===== src/rtl/uart_mmio_top.sv =====
// uart_mmio_top
//   Memory-mapped 8N1 UART on a simple valid-strobed bus, based at 0x1000_0000.
//   Register map (full 32-bit decode, anything else reads 0 / ignores writes):
//     0x1000_0000 DATA   W: TXBUF <= write_data[7:0]   R: RXBUF (clears RX flags when read_valid)
//     0x1000_0001 STATUS R: {rx_frame_err, rx_overrun, rx_valid, tx_busy}
//     0x1000_0002 CTRL   W: bit0=1 starts a TX frame if idle   R: {31'b0, tx_busy}
//
//   Bus handshake: a write takes effect on every rising edge where write_valid=1;
//   there is no ready/backpressure, so holding a write is harmless (DATA just
//   rewrites the same value, a held CTRL start finds the transmitter busy).
//   read_data is purely combinational from read_address; read_valid exists only
//   to carry the read-clear side effect of DATA.
//
//   Ports:
//     clk_in        system clock, rising edge
//     rst_n         asynchronous active-low reset
//     rx_pin        serial input, idle high, asynchronous to clk_in
//     tx_pin        serial output, idle high
//     write_valid / write_address / write_data   write strobe, address, data
//     read_valid / read_address / read_data      read strobe, address, data
//     dbg_tx_state  current TX FSM state (debug observation)
//     dbg_rx_state  current RX FSM state (debug observation)
module uart_mmio_top #(
  parameter int CLK_FREQUENCY = 50,
  parameter int BAUD_RATE     = 115200
) (
  input  logic        clk_in,
  input  logic        rst_n,
  input  logic        rx_pin,
  output logic        tx_pin,
  input  logic        write_valid,
  input  logic [31:0] write_address,
  input  logic [31:0] write_data,
  input  logic        read_valid,
  input  logic [31:0] read_address,
  output logic [31:0] read_data,
  output logic [1:0]  dbg_tx_state,
  output logic [2:0]  dbg_rx_state
);

  // Clocks per bit, integer-truncated.
  localparam int DIV = CLK_FREQUENCY * 1000000 / BAUD_RATE;
  localparam int CW  = $clog2(DIV + 1);
  localparam logic [CW-1:0] DIV_LAST  = CW'(DIV - 1);
  localparam logic [CW-1:0] HALF_LAST = CW'(DIV / 2 - 1);

  localparam logic [31:0] ADDR_DATA   = 32'h1000_0000;
  localparam logic [31:0] ADDR_STATUS = 32'h1000_0001;
  localparam logic [31:0] ADDR_CTRL   = 32'h1000_0002;

  localparam logic [1:0] TX_IDLE  = 2'd0;
  localparam logic [1:0] TX_START = 2'd1;
  localparam logic [1:0] TX_DATA  = 2'd2;
  localparam logic [1:0] TX_STOP  = 2'd3;

  localparam logic [2:0] RX_IDLE  = 3'd0;
  localparam logic [2:0] RX_START = 3'd1;
  localparam logic [2:0] RX_DATA  = 3'd2;
  localparam logic [2:0] RX_STOP  = 3'd3;
  localparam logic [2:0] RX_WAIT  = 3'd4;  // bad stop bit: wait for line high

  // Only the low byte of write_data is meaningful.
  logic unused_wdata_hi;
  assign unused_wdata_hi = ^write_data[31:8];

  // ---------------------------------------------------------------------------
  // Bus decode
  // ---------------------------------------------------------------------------
  logic wr_data_hit;
  logic start_req;
  logic rd_clear;

  assign wr_data_hit = write_valid && (write_address == ADDR_DATA);
  assign start_req   = write_valid && (write_address == ADDR_CTRL) && write_data[0];
  assign rd_clear    = read_valid && (read_address == ADDR_DATA);

  logic [7:0] txbuf;

  always_ff @(posedge clk_in or negedge rst_n) begin
    if (!rst_n) begin
      txbuf <= 8'h00;
    end else if (wr_data_hit) begin
      txbuf <= write_data[7:0];
    end
  end

  // ---------------------------------------------------------------------------
  // Transmitter
  // ---------------------------------------------------------------------------
  logic [1:0]    tx_state;
  logic [CW-1:0] tx_cnt;
  logic [2:0]    tx_bit;
  logic [7:0]    tx_shift;
  logic          tx_q;
  logic          tx_busy;

  assign tx_busy      = (tx_state != TX_IDLE);
  assign tx_pin       = tx_q;
  assign dbg_tx_state = tx_state;

  // tx_q is registered and changes on the same edge as the state, so the line
  // never glitches and the reset value drives the idle level immediately.
  always_ff @(posedge clk_in or negedge rst_n) begin
    if (!rst_n) begin
      tx_state <= TX_IDLE;
      tx_cnt   <= '0;
      tx_bit   <= 3'd0;
      tx_shift <= 8'h00;
      tx_q     <= 1'b1;
    end else begin
      case (tx_state)
        TX_IDLE: begin
          if (start_req) begin
            tx_shift <= txbuf;
            tx_state <= TX_START;
            tx_cnt   <= '0;
            tx_q     <= 1'b0;
          end
        end
        default: begin
          if (tx_cnt == DIV_LAST) begin
            tx_cnt <= '0;
            case (tx_state)
              TX_START: begin
                tx_state <= TX_DATA;
                tx_bit   <= 3'd0;
                tx_q     <= tx_shift[0];
              end
              TX_DATA: begin
                if (tx_bit == 3'd7) begin
                  tx_state <= TX_STOP;
                  tx_q     <= 1'b1;
                end else begin
                  tx_shift <= {1'b0, tx_shift[7:1]};
                  tx_bit   <= tx_bit + 3'd1;
                  tx_q     <= tx_shift[1];
                end
              end
              default: begin
                tx_state <= TX_IDLE;
                tx_q     <= 1'b1;
              end
            endcase
          end else begin
            tx_cnt <= tx_cnt + 1'b1;
          end
        end
      endcase
    end
  end

  // ---------------------------------------------------------------------------
  // Receiver
  // ---------------------------------------------------------------------------
  logic          rx_s1;
  logic          rx_s2;
  logic          rx_prev;
  logic [2:0]    rx_state;
  logic [CW-1:0] rx_cnt;
  logic [2:0]    rx_bit;
  logic [7:0]    rx_shift;

  assign dbg_rx_state = rx_state;

  always_ff @(posedge clk_in or negedge rst_n) begin
    if (!rst_n) begin
      rx_s1   <= 1'b1;
      rx_s2   <= 1'b1;
      rx_prev <= 1'b1;
    end else begin
      rx_s1   <= rx_pin;
      rx_s2   <= rx_s1;
      rx_prev <= rx_s2;
    end
  end

  // Stop-bit sample point; both outcomes are decided on this one edge.
  logic stop_point;
  logic done_ok;
  logic done_err;

  assign stop_point = (rx_state == RX_STOP) && (rx_cnt == DIV_LAST);
  assign done_ok    = stop_point && rx_s2;
  assign done_err   = stop_point && !rx_s2;

  always_ff @(posedge clk_in or negedge rst_n) begin
    if (!rst_n) begin
      rx_state <= RX_IDLE;
      rx_cnt   <= '0;
      rx_bit   <= 3'd0;
      rx_shift <= 8'h00;
    end else begin
      case (rx_state)
        RX_IDLE: begin
          if (rx_prev && !rx_s2) begin
            rx_state <= RX_START;
            rx_cnt   <= '0;
          end
        end
        RX_START: begin
          // Half a bit after the edge: a high line means it was a glitch.
          if (rx_cnt == HALF_LAST) begin
            rx_cnt   <= '0;
            rx_bit   <= 3'd0;
            rx_state <= rx_s2 ? RX_IDLE : RX_DATA;
          end else begin
            rx_cnt <= rx_cnt + 1'b1;
          end
        end
        RX_DATA: begin
          if (rx_cnt == DIV_LAST) begin
            rx_cnt   <= '0;
            rx_shift <= {rx_s2, rx_shift[7:1]};
            if (rx_bit == 3'd7) begin
              rx_state <= RX_STOP;
            end else begin
              rx_bit <= rx_bit + 3'd1;
            end
          end else begin
            rx_cnt <= rx_cnt + 1'b1;
          end
        end
        RX_STOP: begin
          if (rx_cnt == DIV_LAST) begin
            rx_cnt   <= '0;
            rx_state <= rx_s2 ? RX_IDLE : RX_WAIT;
          end else begin
            rx_cnt <= rx_cnt + 1'b1;
          end
        end
        RX_WAIT: begin
          if (rx_s2) begin
            rx_state <= RX_IDLE;
          end
        end
        default: rx_state <= RX_IDLE;
      endcase
    end
  end

  // ---------------------------------------------------------------------------
  // RX buffer and flags. A byte completing on the same edge as a DATA read
  // wins over the read-clear: rx_valid stays set and overrun is cleared.
  // ---------------------------------------------------------------------------
  logic [7:0] rxbuf;
  logic       rx_valid;
  logic       rx_overrun;
  logic       rx_frame_err;

  always_ff @(posedge clk_in or negedge rst_n) begin
    if (!rst_n) begin
      rxbuf        <= 8'h00;
      rx_valid     <= 1'b0;
      rx_overrun   <= 1'b0;
      rx_frame_err <= 1'b0;
    end else begin
      if (done_ok) begin
        rxbuf      <= rx_shift;
        rx_valid   <= 1'b1;
        rx_overrun <= rd_clear ? 1'b0 : (rx_overrun | rx_valid);
      end else if (rd_clear) begin
        rx_valid   <= 1'b0;
        rx_overrun <= 1'b0;
      end

      if (done_err) begin
        rx_frame_err <= 1'b1;
      end else if (rd_clear) begin
        rx_frame_err <= 1'b0;
      end
    end
  end

  // ---------------------------------------------------------------------------
  // Read mux
  // ---------------------------------------------------------------------------
  always_comb begin
    read_data = 32'h0;
    case (read_address)
      ADDR_DATA:   read_data = {24'h0, rxbuf};
      ADDR_STATUS: read_data = {28'h0, rx_frame_err, rx_overrun, rx_valid, tx_busy};
      ADDR_CTRL:   read_data = {31'h0, tx_busy};
      default:     read_data = 32'h0;
    endcase
  end

endmodule


===== config.mk =====
export PLATFORM = sky130hd
export DESIGN_NAME = uart_mmio_top
export DESIGN_NICKNAME = d
export VERILOG_FILES = /design/src/rtl/uart_mmio_top.sv
export SDC_FILE = /design/constraint.sdc
export NUM_CORES = 1
export LEC_CHECK = 0
export CORE_ASPECT_RATIO = 0.8
export CORE_MARGIN = 5
export CORE_UTILIZATION = 40
export CTS_CLUSTER_DIAMETER = 40
export DETAILED_ROUTE_END_ITERATION = 12
export GPL_ROUTABILITY_DRIVEN = 0
export PLACE_DENSITY = 0.76
export SYNTH_ARGS = -nofsm -noshare
export SYNTH_HDL_FRONTEND = slang
export SYNTH_SLANG_ARGS = --single-unit

===== constraint.sdc =====
create_clock -name clk_in -period 1.9 [get_ports clk_in]
set_input_delay 0.19 -clock clk_in [delete_from_list [all_inputs] [get_ports clk_in]]
set_output_delay 0.19 -clock clk_in [all_outputs]
set_load 0.01 [all_outputs]

* Word-level counts from Yosys, hierarchy flattened
Cells that the tools add are included.
** Cells by class
- $add $sub $neg :: 4
- Multipliers :: 0
- Div/mod/pow operators :: 0
- $lt $le $gt $ge :: 0
- Equality and inequality tests :: 27
- Shift operators :: 0
- Mux-type cells :: 43
- Bitwise gates (word level) :: 2
- Reduce and logical (&&, ||, !) cells :: 28
** Operators with widths (number)
- $eq A32 B29 Y1 const B :: 5
- $mux W9 :: 6
- $mux W8 :: 5
- $mux W3 :: 11
- $pmux W9 S3 :: 1
- $pmux W8 S3 :: 1
- $add A9 B1 Y9 const B :: 2
- $eq A9 B9 Y1 const B :: 2
- $ne A2 B2 Y1 const B :: 8
- $pmux W3 S5 :: 1
- $reduce_bool A2 Y1 :: 7
- $pmux W3 S2 :: 2
- $reduce_and A4 Y1 :: 3
- $mux W2 :: 5
- $eq A3 B3 Y1 const B :: 3
- $eq A9 B8 Y1 const B :: 1
- $mux W1 :: 9
- $logic_and A1 B1 Y1 :: 8
- $add A3 B1 Y3 const B :: 2
- $eq A3 B2 Y1 const B :: 2
- $reduce_and A2 Y1 :: 3
- $reduce_and A6 Y1 :: 1
- $ne A2 B1 Y1 const B :: 2
- $pmux W2 S2 :: 1
- other kinds (13) :: 13
** Storage, ports and cells
- Register bits :: 68
- Latch bits :: 0
- RAM bits :: 0
- Bits in read-only memories :: 0
- Bits of input ports :: 101
- Output and inout port bits :: 38
- Logic and storage cells :: 121
- Memories :: 0

* Longest topological paths before layout
Gate-level depths: netlist of run 1.
- Depth in word-level cells :: 5
- Depth in mapped cells :: 8
- Mapped depth without buffers :: 7

* Worst setup path after synthesis of run 1
OpenSTA, ideal clock, no wires.
- Kind :: reg2reg
- Start point :: reg rx_cnt[0]
- End point :: reg rx_bit[0]
- Setup time :: 0.128 ns
- Arrival time :: 1.862 ns
- Data required time :: 1.772 ns
- Slack :: -0.090 ns
- Cell stages (with the launch flop) :: 8
- Path through :: dfrtp_1 inv_1 ha_1 or4b_4 nor4_1 a31oi_1 nor2_2 mux2_1
** Between the ends
- Cells in the longest elaborated chain, start to end :: 3
** Ends and longest elaborated chain
- from (decl) :: RTL line 159 : logic [CW-1:0] rx_cnt;
- from (signal assigned) :: RTL line 207 : rx_cnt <= rx_cnt + 1'b1;
- from (signal assigned) :: RTL line 220 : rx_cnt <= rx_cnt + 1'b1;
- from (signal assigned) :: RTL line 228 : rx_cnt <= rx_cnt + 1'b1;
- $eq A9 B8 Y1 / $eq A9 B9 Y1 (equally long branches) :: RTL line 202, 211
- $ne A2 B2 Y1 (no source line)
- $reduce_and A4 Y1 (no source line) *
- to (signal assigned) :: RTL line 217 : rx_bit <= rx_bit + 3'd1;
- to (decl) :: RTL line 160 : logic [2:0] rx_bit;
Mark *: on every way between the ends. The rest lies on a longest branch, timed or not.
A chain may end at the register's enable or synchronous reset.

* Final worst setup path of run 1
- Start point :: reg rx_cnt[1]
- End point :: reg rx_state[1] (netlist: dbg_rx_state[1])
** Between the ends
- Cells in the longest elaborated chain, start to end :: 3
** Ends and longest elaborated chain
- $eq A9 B8 Y1 / $eq A9 B9 Y1 (equally long branches) :: RTL line 202, 211, 224
- $ne A2 B2 Y1 (no source line) / $ne A2 B1 Y1 (equally long branches)
- $reduce_and A6 Y1 (no source line) *
- to (signal assigned) :: RTL line 205 : rx_state <= rx_s2 ? RX_IDLE : RX_DATA;
- to (signal assigned) :: RTL line 226 : rx_state <= rx_s2 ? RX_IDLE : RX_WAIT;
- to (decl) :: RTL line 158 : logic [2:0] rx_state;
Marks and branches as above.

==> results of run 1 <==
state kept, by name, summed over array words and instances, names as in the netlist, 2 cells and up:
register / count
rx_bit: 3
txbuf: 8
rxbuf: 8
tx_cnt: 9
tx_shift: 8
rx_shift: 8
rx_cnt: 9
dbg_tx_state: 2
dbg_rx_state: 3
tx_bit: 3
per-stage QoR:
stage | cells | TNS (ns) | util, % | total power [mW]
2_1_floorplan | 383 | -0.141 | - | 2.26
3_3_place_gp | 599 | -6.64 | 55.0 | 2.70
3_5_place_dp | 599 | -9.40 | 55.0 | 2.73
4_1_cts | 623 | -0.810 | 59.8 | 4.48
5_1_grt | 621 | -3.23 | 60.4 | 4.81
6_report | 621 | -1.24 | 60.4 | 4.60
routing by layer:
layer / share of wire [%] / track usage, %
met5: 0 / 0
met2: 50 / 26.6
met4: 0.44 / 3.97
met3: 4.9 / 4.55
met1: 45 / 21.0
area by class of cell:
| cell class | count | area (um2) | share of cell area (%) |
|---|---|---|---|
| clock buffer | 10 | 229 | 4.16 |
| tap | 115 | 144 | 2.61 |
| multi-input combinational | 270 | 2090 | 38.0 |
| timing repair buffer | 140 | 1220 | 22.2 |
| sequential | 68 | 1710 | 31.0 |
| clock inverter | 6 | 65.1 | 1.18 |
| inverter | 12 | 45.0 | 0.818 |
worst min-delay path by stage:
stage / endpoint / slack, ns / cells after the start
6_report: rx_s1 / 0.27 / 1
5_1_grt: rx_s1 / 0.26 / 1
4_1_cts: rx_s1 / 0.26 / 1
3_5_place_dp: txbuf[2] / 0.24 / 2
3_3_place_gp: txbuf[2] / 0.24 / 2
2_1_floorplan: dbg_rx_state[0] / -0.11 / 0
worst reg2reg max path: cells and delay by family (launching register included):
family,cells,cell delay (ns)
buf+inv,1,0.09
simple gates,1,0.50
flops,1,0.39
compound gates,4,0.82
fa+ha+maj,1,0.12
cell usage in the layout, fill, tap and decap left out, drive strengths merged, types with 10 or more instances in the layout:
master	Yosys	routed
a21oi	12	12
buf	27	57
clkbuf	7	20
clkdlybuf4s15	0	11
clkdlybuf4s50	0	51
conb	1	24
dfrtp	64	64
dlygate4sd2	0	10
ha	12	12
inv	12	12
mux2	40	40
nand2	29	29
nand3	12	12
nor2	24	24
nor3	10	10
nor4	15	15
o21ai	12	13
power groups by stage:
stage               Clock [mW]  Sequential (mW)  Combinational (mW)
finish                    1.64             1.60                1.36
global placement             0             1.61                1.09
floorplan                    0             1.63               0.635
global route              1.74             1.61                1.46
detailed placement           0             1.61                1.12
CTS                       1.67             1.59                1.22
cells by family (layout without fill, tap and decap cells):
family,Yosys count,in the layout,synth area share (%)
AOI/OAI and AO/OA,55,56,9.99
xor gates and xnor gates,4,4,0.933
adders and majority gates,12,12,4.00
buffers and inverters,46,168,7.43
DFF,68,68,45.4
muxes,46,46,13.6
other,1,24,0.0998
and+or+nand+nor,128,128,18.5
timing repair:
action	in CTS	in global routing
endpoints found under the setup margin	38	46
hold buffers	1	0
pin swaps	16	12
hold endpoints to repair	64	0
gates resized for setup	92	48
cloned	1	0
setup buffers	6	1
==> summary.txt, run 1 <==
Layout
  – Share of cells above drive strength 1: 26.1%
  – FILL cells: 744
  – Area Growth Syn to Fin: 46.5%
  – Diodes inserted: 0
  – Fin area: 5500 um2
  – Final nets: 614

Timing
  – Final hold vios: 0
  – Slew Viols, Final: 0
  – Actual slew at the worst max-slew pin: 0.525 ns
  – Min Tclk post-route: 2.02 ns
  – Setup WS post-layout: -0.119 ns
  – Skew final: 0.00454 ns
  – RSZ-0062 raised after global routing: true
  – Final Cycle Share: 106%
  – Max Clk Rate: 495 MHz
  – Slew headroom: 64.9%
  – Final Setup Violations: 29
  – Hold_ws: 0.268 ns

Setup path
  – Slowest CP cell: or4b_4
  – Worst-path cell chain: inv_2 -> ha_4 -> or4b_4 -> o31ai_4 -> o21ai_4 -> o21a_1 -> a31o_1
  – WP data required: 2.12 ns
  – Crit-path max cell delay: 0.50 ns
  – Stages on worst setup path: 7
  – Startpoint types: register
  – Reg2reg start: rx_cnt[1]
  – Worst setup path start: rx_cnt[1]
  – Crit Path Category: register to register
  – Buf/Inv on CP: 1
  – Maximum fanout along the worst path: 5
  – Reg2reg setup slack: -0.12 ns
  – Reg-to-Reg End: dbg_rx_state[1]
  – Crit path max-delay family: compound AO/OA/AOI/OAI gates
  – Worst EP arrival: 2.24 ns
  – Critical Path Sink: dbg_rx_state[1]
  – R2R depth: 7
  – Worst setup EP type: register

Power and ir drop
  – LEAKAGE: 2.58 nW
  – Part of the power in combinational logic: 29.6%
  – Sw Ratio: 30.3%
  – Sequential share of power: 34.8%
  – Net Switching: 1.39 mW
  – Power per cell area: 835 nW/um2
  – Clk pwr share: 35.6%
  – Int Pwr: 3.20 mW
  – Max rail drop VDD: 0.000486 V

Clocking
  – Longest Clk Path Bufs: 2
  – Clock slew at reported path FFs: 0.06 ns
  – CTS tree: built
  – Root Driver: clkbuf_16
  – Clk_lat worst skew: 0.33 ns
  – CTS Buf Count: 9
  – Clk sinks: 68
  – Htree depth: 3

Global routing
  – Vias in the first global route: 3170
  – GRT overflow: 0
  – Total GRT Usage: 16.1%
  – First-pass GRT wire length: 15.6 mm
  – Initial antenna violation count: 0
  – Largest net degree at the start of global routing: 69

Floorplan
  – I/O pins: 139
  – DIE HEIGHT: 96.7 um
  – Cell Rows: 31
  – Core area: 9110 um2
  – Die ar.: 11400 um2
  – Die span in x: 118 um
  – Starting Density: 41.2%

Synth
  – Commonest cells in the netlist: dfrtp_1, mux2_1, nand2_1
  – Main flop type after synthesis: dfrtp_1
  – Yosys warnings: 0
  – Number of flops mapped to enable cells by yosys: 0
  – Area fraction of the dominant cell type after synthesis: 42.6%
  – Sequential element share of the synthesized area: 45.4%
  – Synthesized cell area: 3760 um2
  – Syn_area_per_cell: 10.4 um2
  – Syn Inst Count: 360
  – Most numerous cell in the Yosys netlist: dfrtp_1
  – Distinct cells, synth: 59
  – Async SR Flop Fraction: 100%
  – Cell taking the most area after synthesis: dfrtp_1
  – Flops & latches, synth: 68
  – Synth area leaders: dfrtp_1, mux2_1, buf_4

Detailed routing
  – ANT nets after route: 0
  – DRT Wirelength: 9.47 mm
  – DR pass1 iterations: 4
  – DR iter-0 viols: 157
  – Vias: 3218
  – DR WL/cell: 15.3 um
  – Vias per cell: 5.18
  – DRC: 0

Run status
  – Outcome: finished with violations
  – Failing checks: setup timing

Min path
  – Hold Path Origin: rx_pin
  – Worst hold path type: input port to register

Placement
  – PortBufs: 90
  – Placement-stage cell area: 5010 um2
  – Pre-CTS WS: -0.570 ns
  – Post-DP HPWL: 6.85 mm

Run
  – Max_cap viols: 0
Note: power is estimated with default switching activity, not from simulation.
==> run 2, diff against run 1 <==
--- a/config.mk
+++ b/config.mk
@@ -7,11 +7,11 @@
 export LEC_CHECK = 0
 export CORE_ASPECT_RATIO = 0.8
 export CORE_MARGIN = 5
-export CORE_UTILIZATION = 40
+export CORE_UTILIZATION = 32
 export CTS_CLUSTER_DIAMETER = 40
 export DETAILED_ROUTE_END_ITERATION = 12
 export GPL_ROUTABILITY_DRIVEN = 0
-export PLACE_DENSITY = 0.76
+export PLACE_DENSITY = 0.63
 export SYNTH_ARGS = -nofsm -noshare
 export SYNTH_HDL_FRONTEND = slang
 export SYNTH_SLANG_ARGS = --single-unit
==> run 2 against run 1 <==
- the flow still finishes with violations (setup timing)
- non-clock buffer count rose by 8
- combinational power up 8%
- worst hold slack improved by 0.0029 ns
- worst setup slack worse by 0.070 ns
- highest routed layer unchanged
- global-route usage shrank 2.8 points
- maximum frequency down 3.3%
- critical path type unchanged
- final area rose by 4.2%
- critical path depth up 1
- die area up 23%
==> summary.txt, run 2 (same netlist as run 1, synthesis figures left out) <==
Layout
  – Reg area: 1710 um2
  – Area occupied by multi-input gates: 2130 um2
  – Share of cells above drive strength 1: 29.2%
  – FILL cells: 1053
  – Final nets: 621
  – Fin area: 5740 um2
  – Area Growth Syn to Fin: 52.7%
  – Largest registers: rx_cnt (9), tx_cnt (9)
  – Diodes inserted: 0
  – Commonest non-fill, non-tap cell in the layout: dfrtp_1
  – Most frequent cells in the layout: dfrtp_1, clkdlybuf4s50_1, buf_4, nand2_1, mux2_1

Clocking
  – Clk sinks: 68
  – Root Driver: clkbuf_16
  – Htree depth: 3
  – CTS Buf Count: 9
  – Clk_lat worst skew: 0.32 ns
  – Longest Clk Path Bufs: 2
  – Clock slew at reported path FFs: 0.06 ns
  – CTS tree: built

Floorplan
  – DIE HEIGHT: 107 um
  – Die span in x: 131 um
  – Starting Density: 32.6%
  – Core area: 11500 um2
  – Die ar.: 14000 um2
  – Cell Rows: 35
  – I/O pins: 139

Power and ir drop
  – Sequential share of power: 33.1%
  – Int Pwr: 3.48 mW
  – Max rail drop VDD: 0.000399 V
  – Sw Ratio: 28.7%
  – Clk pwr share: 36.8%
  – Tot Pwr: 4.89 mW
  – Power per cell area: 852 nW/um2
  – Part of the power in combinational logic: 30.1%
  – LEAKAGE: 2.68 nW
  – Net Switching: 1.40 mW

Timing
  – Final hold vios: 0
  – Hold_ws: 0.271 ns
  – Final Setup Violations: 22
  – Skew final: 0.00876 ns
  – Min Tclk post-route: 2.09 ns
  – Setup WS post-layout: -0.189 ns
  – Max Clk Rate: 479 MHz
  – RSZ-0062 raised after global routing: true
  – Slew Viols, Final: 0
  – Final Cycle Share: 110%

Setup path
  – Crit-path max cell delay: 0.48 ns
  – Worst-path cell chain: inv_1 -> ha_2 -> or4b_4 -> o31ai_4 -> o21ai_4 -> buf_6 -> a21o_1 -> a21o_1
  – Worst setup EP type: register
  – Worst EP arrival: 2.30 ns
  – Slowest CP cell: or4b_4
  – Crit Path Category: register to register
  – Maximum fanout along the worst path: 6
  – Crit path max-delay family: compound AO/OA/AOI/OAI gates
  – Most Frequent Cell on Critical Path: a21o_1
  – Startpoint types: register
  – WP data required: 2.11 ns
  – Buf/Inv on CP: 2

Placement
  – Post-DP HPWL: 6.73 mm
  – PortBufs: 90
  – Placement-stage cell area: 5060 um2

Detailed routing
  – DR pass1 iterations: 4
  – DRT Wirelength: 9.30 mm
  – Vias: 3163
  – DR WL/cell: 14.1 um
  – DRC: 0
  – ANT nets after route: 0
  – Vias per cell: 4.79
  – DR iter-0 viols: 161

Global routing
  – First-pass GRT wire length: 15.8 mm
  – Vias in the first global route: 3266
  – Total GRT Usage: 13.4%
  – GRT overflow: 0
  – Largest net degree at the start of global routing: 69
  – Initial antenna violation count: 0

Run status
  – Failing checks: setup timing
  – Outcome: finished with violations

Min path
  – Worst hold path type: input port to register

Run
  – Max_cap viols: 0
run 2: routing by layer:
metal	up-vias	share of wire (%)	global-route usage, %
li1	1555	-	-
met1	1511	46	17.8
met2	93	49	21.6
met3	4	4.9	4.32
met4	0	0.40	2.52
met5	-	0	0
run 2: timing repair:
action / CTS / global route
pin swaps: 16 / 25
hold endpoints to repair: 64 / 0
resized for setup: 83 / 73
hold buffers: 1 / 0
buffers inserted: 3 / 10
setup endpoints to repair: 34 / 55
run 2: cell type report:
class / instances / share of cell area (%)
multi-input combinational: 269 / 37.1
sequential: 68 / 29.8
timing repair buffer: 148 / 23.5
clock buffer: 10 / 3.99
tap: 148 / 3.23
clock inverter: 6 / 1.66
inverter: 12 / 0.785
run 2: worst paths after layout:
| check | from | endpoint | slack [ns] | depth (start not counted) |
|---|---|---|---|---|
| max in group asynchronous | rst_n | rx_s2 | 1.13 | 3 |
| max reg2reg | rx_cnt[0] | rx_cnt[7] | -0.19 | 8 |
| min in group asynchronous | rst_n | rxbuf[4] | 0.42 | 3 |
| max | rx_cnt[0] | rx_cnt[7] | -0.19 | 8 |
| min | rx_pin | rx_s1 | 0.27 | 1 |
| min reg2reg | rx_s1 | rx_s2 | 0.36 | 0 |
run 2: through the flow:
stage	setup TNS (ns)	worst slack [ns]	instances	utilization [%]
after floorplan	-0.141	-0.0689	383	-
after global placement	-9.35	-0.564	633	43.9
after detailed placement	-10.85	-0.622	633	43.9
after CTS	-0.917	-0.0904	653	47.6
after global routing	-4.47	-0.254	661	49.8
final	-2.47	-0.189	661	49.8
run 2: power by group through the flow:
stage / combinational (mW) / clock (mW) / sequential [mW]
detailed placement: 1.09 / 0 / 1.63
floorplan: 0.635 / 0 / 1.63
finish: 1.47 / 1.80 / 1.62
CTS: 1.13 / 1.84 / 1.61
global placement: 1.06 / 0 / 1.62
global route: 1.61 / 1.91 / 1.63
==> run 3, diff against run 2 <==
--- a/config.mk
+++ b/config.mk
@@ -11,6 +11,7 @@
 export CTS_CLUSTER_DIAMETER = 40
 export DETAILED_ROUTE_END_ITERATION = 12
 export GPL_ROUTABILITY_DRIVEN = 0
+export HOLD_SLACK_MARGIN = 0.06
 export PLACE_DENSITY = 0.63
 export SYNTH_ARGS = -nofsm -noshare
 export SYNTH_HDL_FRONTEND = slang
==> results of run 3 <==
No change in the layout: final DEF, timing and power equal those of run 2.
